`config.mk`:
```
export PLATFORM = sky130hd
export DESIGN_NAME = router_out_arbiter
export DESIGN_NICKNAME = d
export VERILOG_FILES = /design/src/rtl/router_pkg.sv /design/src/rtl/rr_arbiter.sv /design/src/rtl/router_out_arbiter.sv
export SDC_FILE = /design/constraint.sdc
export NUM_CORES = 1
export LEC_CHECK = 0
export BUFFER_PORTS_ARGS = -buffer_cell sky130_fd_sc_hd__buf_2
export CAP_MARGIN = 20
export CELL_PAD_IN_SITES_DETAIL_PLACEMENT = 1
export CELL_PAD_IN_SITES_GLOBAL_PLACEMENT = 2
export CORE_MARGIN = 3
export CORE_UTILIZATION = 25
export CTS_CLUSTER_SIZE = 24
export DETAILED_ROUTE_END_ITERATION = 12
export PLACE_DENSITY_LB_ADDON = 0.1
export SLEW_MARGIN = 10
export SYNTH_ARGS = -nofsm -noshare
export SYNTH_HDL_FRONTEND = slang
export SYNTH_HIERARCHICAL = 1
export SYNTH_SLANG_ARGS = --single-unit
```
`constraint.sdc`:
```
create_clock -name clk -period 7.8 [get_ports clk]
set_input_delay 0.39 -clock clk [delete_from_list [all_inputs] [get_ports clk]]
set_output_delay 0.39 -clock clk [all_outputs]
set_load 0.02 [all_outputs]
```
`src/rtl/router_pkg.sv`:
```
// router_pkg: flit control bit positions, arbiter state type and credit defaults shared by the router output arbiter.
package router_pkg;
    localparam int FLIT_VALID_BIT = 0;
    localparam int FLIT_HEAD_BIT = 1;
    localparam int FLIT_TAIL_BIT = 2;
    localparam int CREDIT_MAX_DEFAULT = 8;
    localparam int MAX_IN = 8;
    typedef enum logic {IDLE, LOCKED} arb_state_t;
endpackage

```
`src/rtl/rr_arbiter.sv`:
```
// rr_arbiter: combinational round-robin pick of the first request at or after ptr.
module rr_arbiter #(
    parameter int NUM_IN = 4
) (
    input  logic [NUM_IN-1:0] req,
    input  logic [2:0]        ptr,
    output logic [NUM_IN-1:0] grant,
    output logic [2:0]        idx
);
    logic [7:0] req8, grant8;
    logic [2:0] j;
    logic       found;
    always_comb begin
        req8 = 8'(req);
        grant8 = '0;
        idx = '0;
        found = 1'b0;
        j = '0;
        for (int k = 0; k < NUM_IN; k++) begin
            j = 3'((int'(ptr) + k) % NUM_IN);
            if (!found && req8[j]) begin
                found = 1'b1;
                idx = j;
                grant8[j] = 1'b1;
            end
        end
    end
    assign grant = grant8[NUM_IN-1:0];
endmodule

```
`src/rtl/router_out_arbiter.sv`:
```
// router_out_arbiter: wormhole output-port arbiter with round-robin head grants and downstream credit metering.
// Optional ROUTER_ARB_WATCHDOG_EN breaks a LOCKED grant after 255 idle owner cycles.
module router_out_arbiter
    import router_pkg::*;
#(
    parameter int NUM_IN = 4,
    parameter int FLIT_W = 68,
    parameter int CREDIT_MAX = CREDIT_MAX_DEFAULT,
    parameter int CNT_W = 4
) (
    input  logic                     clk,
    input  logic                     reset,
    input  logic [NUM_IN*FLIT_W-1:0] req_flit,
    input  logic [NUM_IN-1:0]        req_valid,
    output logic [NUM_IN-1:0]        req_ready,
    output logic [0:FLIT_W-1]        channel_out_op,
    input  logic [0:1]               flow_ctrl_in_op,
    output logic [2:0]               grant_owner,
    output logic                     error
);
    arb_state_t        state;
    logic [2:0]        rr_ptr;
    logic [CNT_W-1:0]  credits;
    logic [FLIT_W-1:0] flits [MAX_IN];
    logic [MAX_IN-1:0] valid8, head8, tail8, lock_oh;
    logic [NUM_IN-1:0] idle_gnt;
    logic [2:0]        idle_idx, sel_idx;
    logic              has_credit, lock_ok, xfer, ret, full, lock_head_err, wd_fire;
    logic              unused_fc;
    assign unused_fc = flow_ctrl_in_op[1];
    // Pad requesters out to 8 so a 3-bit owner index always addresses a real entry.
    always_comb begin
        valid8 = MAX_IN'(req_valid);
        head8 = '0;
        tail8 = '0;
        for (int i = 0; i < MAX_IN; i++) flits[i] = '0;
        for (int i = 0; i < NUM_IN; i++) begin
            flits[i] = req_flit[i*FLIT_W +: FLIT_W];
            head8[i] = flits[i][FLIT_HEAD_BIT];
            tail8[i] = flits[i][FLIT_TAIL_BIT];
        end
    end
    rr_arbiter #(.NUM_IN(NUM_IN)) u_rr (
        .req  (valid8[NUM_IN-1:0] & head8[NUM_IN-1:0]),
        .ptr  (rr_ptr),
        .grant(idle_gnt),
        .idx  (idle_idx)
    );
    assign has_credit = credits != '0;
    assign full = credits == CNT_W'(CREDIT_MAX);
    assign ret = flow_ctrl_in_op[0];
    assign lock_oh = MAX_IN'(1) << grant_owner;
    assign lock_ok = valid8[grant_owner] & ~head8[grant_owner];
    assign lock_head_err = state == LOCKED && valid8[grant_owner] && head8[grant_owner];
    assign req_ready = !has_credit ? '0 : state == IDLE ? idle_gnt : lock_ok ? lock_oh[NUM_IN-1:0] : '0;
    assign sel_idx = state == IDLE ? idle_idx : grant_owner;
    assign xfer = |req_ready;
`ifdef ROUTER_ARB_WATCHDOG_EN
    logic [7:0] wd_cnt;
    assign wd_fire = wd_cnt == 8'hFF;
    always_ff @(posedge clk) begin
        if (reset || wd_fire || xfer) wd_cnt <= '0;
        else if (state == LOCKED && !valid8[grant_owner]) wd_cnt <= wd_cnt + 1'b1;
    end
`else
    assign wd_fire = 1'b0;
`endif
    always_ff @(posedge clk) begin
        if (reset) begin
            state <= IDLE;
            rr_ptr <= '0;
            credits <= CNT_W'(CREDIT_MAX);
            grant_owner <= '0;
            error <= 1'b0;
            channel_out_op <= '0;
        end else begin
            for (int k = 0; k < FLIT_W; k++) channel_out_op[k] <= xfer & flits[sel_idx][k];
            if (xfer && !ret) credits <= credits - 1'b1;
            else if (ret && !xfer && !full) credits <= credits + 1'b1;
            if (xfer) begin
                grant_owner <= sel_idx;
                state <= tail8[sel_idx] ? IDLE : LOCKED;
                if (state == IDLE) rr_ptr <= 3'((int'(sel_idx) + 1) % NUM_IN);
            end
            if ((ret && full) || lock_head_err || wd_fire) error <= 1'b1;
            if (wd_fire) state <= IDLE;
        end
    end
endmodule
```
==> flow_summary.ini <==
[critical_path]
cp-end-kind = register
r2r-end = credits[2]
crit_family = compound AO/OA/AOI/OAI gates
path_cells = inv_1 > ha_1 > mux4_2 > nor2b_1 > a22oi_1 > o21ai_0 > nor4_1 > a2bb2oi_1 > a31oi_4 > buf_4 > nand2_1 > xnor2_1 > ha_1 > nand2_1 > a2111oi_0 > o22ai_1 > nand2_1
regToRegStartpoint = rr_ptr[0]
reg2regPathDepth = 17
reg2reg_slack_ns = 3.02
crit_top_cell = nand2_1
cp.depth = 17
worstPathMaxFanout = 74
critical_path_class = reg2reg
worst-endpoint-required_ns = 8.08
critPathSlowestCell = dfxtp_1
crit_start = rr_ptr[0]
crit_path_max_incr_delay_ns = 0.73
cp-start-kind = register
endpoint = credits[2]
path_buf_inv = 2
arrival_ns = 5.06

[sta]
timing.hold.ws_ns = 0.424
fin_skew_ns = 0.00536
tns_ns = 0
slew_violations = 0
fin_ws_ns = 3.02
finalSetupViolations = 0
rsz0062_at_grt = false
hold_viol_final = 0
max_freq_mhz = 209
tightestPinTransition_ns = 0.881
maxSlewHeadroom_pct = 40.0
fin_crit_sh_pct = 61.3
fin_crit_ns = 4.78

[drt]
drc = 0
drt_iter0_drc = 241
first_pass_iters = 4
vias = 4799
wl_per_cell_um = 21.7
routed_via_density = 4.98
drtAntennaViolNets = 0
wl_um = 20900

[final_layout]
num-fill-cells = 2102
fin_nets = 1008
area_delta_synth_final_pct = 48.5
drive_gt1_share_pct = 63.3

[power]
p_leak_nw = 3.60
p_int_mw = 1.67
p_per_area_nw_per_um2 = 405
p_seq_share_pct = 21.5
irDropWorstVdd_mv = 0.220
comb_power_share_pct = 61.6
total_power_mw = 2.86
p_sw_share_pct = 41.4
p_clk_share_pct = 17.0
p_sw_mw = 1.18

[synth]
netlist_area_um2 = 4750
yosysWarnings = 6
avgSynthCellArea_um2 = 12.2
syn_inst = 388
synth_nets = 674

[hold_path]
hold_class = in2reg
min_path_cells = 2

[clock_network]
cts_root_buf = clkbuf_16
clk_latency_ns = 0.34
clk_pin_slew_ns = 0.06
cts_tree = built
cts_max_level = 3
numCtsBuffers = 9
post_cts_buffers = 0
cts_buffer_depth = 2
cts_resized = 0
ctsHoldBuffers = 0
clock_sinks = 79

[global_route]
grt_pass1_vias = 5118
overflow = 0
track_usage_pct = 18.9
antenna_found_initial = 9
grt_first_pass_wirelength_um = 29500
grt_start_max_net_pins = 75

[placement]
place_congestion = 0.758
io_buffers = 354
dp_hpwl_um = 17100
dpl_worst_slack_ns = 3.00

[job]
drv_cap = 0

[run_status]
status = complete, no violations

[floorplanning]
dieArea_um2 = 20700
num_io_pins = 356
core.rowCount = 49
die_x_um = 144
core-area_um2 = 18300
die_y_um = 144
initial_core_util_pct = 25.9
## area by class of cell
type                            count  area [um2]  area share, %
Timing Repair Buffer              361        1820           25.9
Antenna cell                        7        17.5          0.249
Multi-Input combinational cell    265        2980           42.3
Inverter                            6        22.5          0.320
Sequential cell                    79        1580           22.4
Clock buffer                       10         229           3.25
Clock inverter                      6         109           1.54
Tap cell                          229         287           4.07
## layout by cell type (no fill, tap or decap), types with 3 or more instances in the layout
master	instances
inv_1	6
diode_2	7
clkbuf_16	9
buf_2	354
xnor2_1	3
dfxtp_1	79
a21oi_1	6
nor3_1	4
a22oi_1	8
buf_4	7
nand2_1	7
and2_1	5
mux2i_1	4
a211oi_1	4
or3_1	3
and3_1	69
ha_1	6
nand2b_1	3
nor2b_1	8
o21ai_0	8
and3b_1	3
mux4_2	73
bufinv_16	3
nor2_1	16
## registers in the layout (all words and copies together), names as in the netlist
register	flops
state	1
grant_owner	3
credits	4
channel_out_op	68
rr_ptr	2
error	1
## how the worst min path moves through the flow
stage                          end  slack [ns]      start
finish              grant_owner[2]        0.42      reset
floorplan                rr_ptr[1]        0.52  rr_ptr[1]
global placement             error        0.54      error
CTS                 grant_owner[2]        0.40      reset
global route        grant_owner[2]        0.43      reset
detailed placement           error        0.52      error
## stage by stage
stage                     area, um2  cells  util, %
final                          7050    963     38.4
after floorplan                4750    388        -
after global placement         6690    940     36.5
after CTS                      7030    956     38.4
after detailed placement       6690    940     36.5
after global routing           7050    962     38.4
## power groups by stage
stage	Combinational [mW]	Sequential, mW	Clock, mW
after global routing	1.92	0.630	0.514
after detailed placement	1.80	0.623	0
final	1.76	0.613	0.484
after CTS	1.80	0.616	0.499
after global placement	1.78	0.618	0
after floorplan	1.22	0.729	0
## routing by layer
metal	vias up	wire length [um]	global-route usage [%]
li1	2208	-	-
met1	2336	7690	21.1
met2	224	11100	34.1
met3	25	1820	6.52
met4	6	315	5.35
met5	-	41	0
No activity file was read; power rests on OpenSTA's default activity.
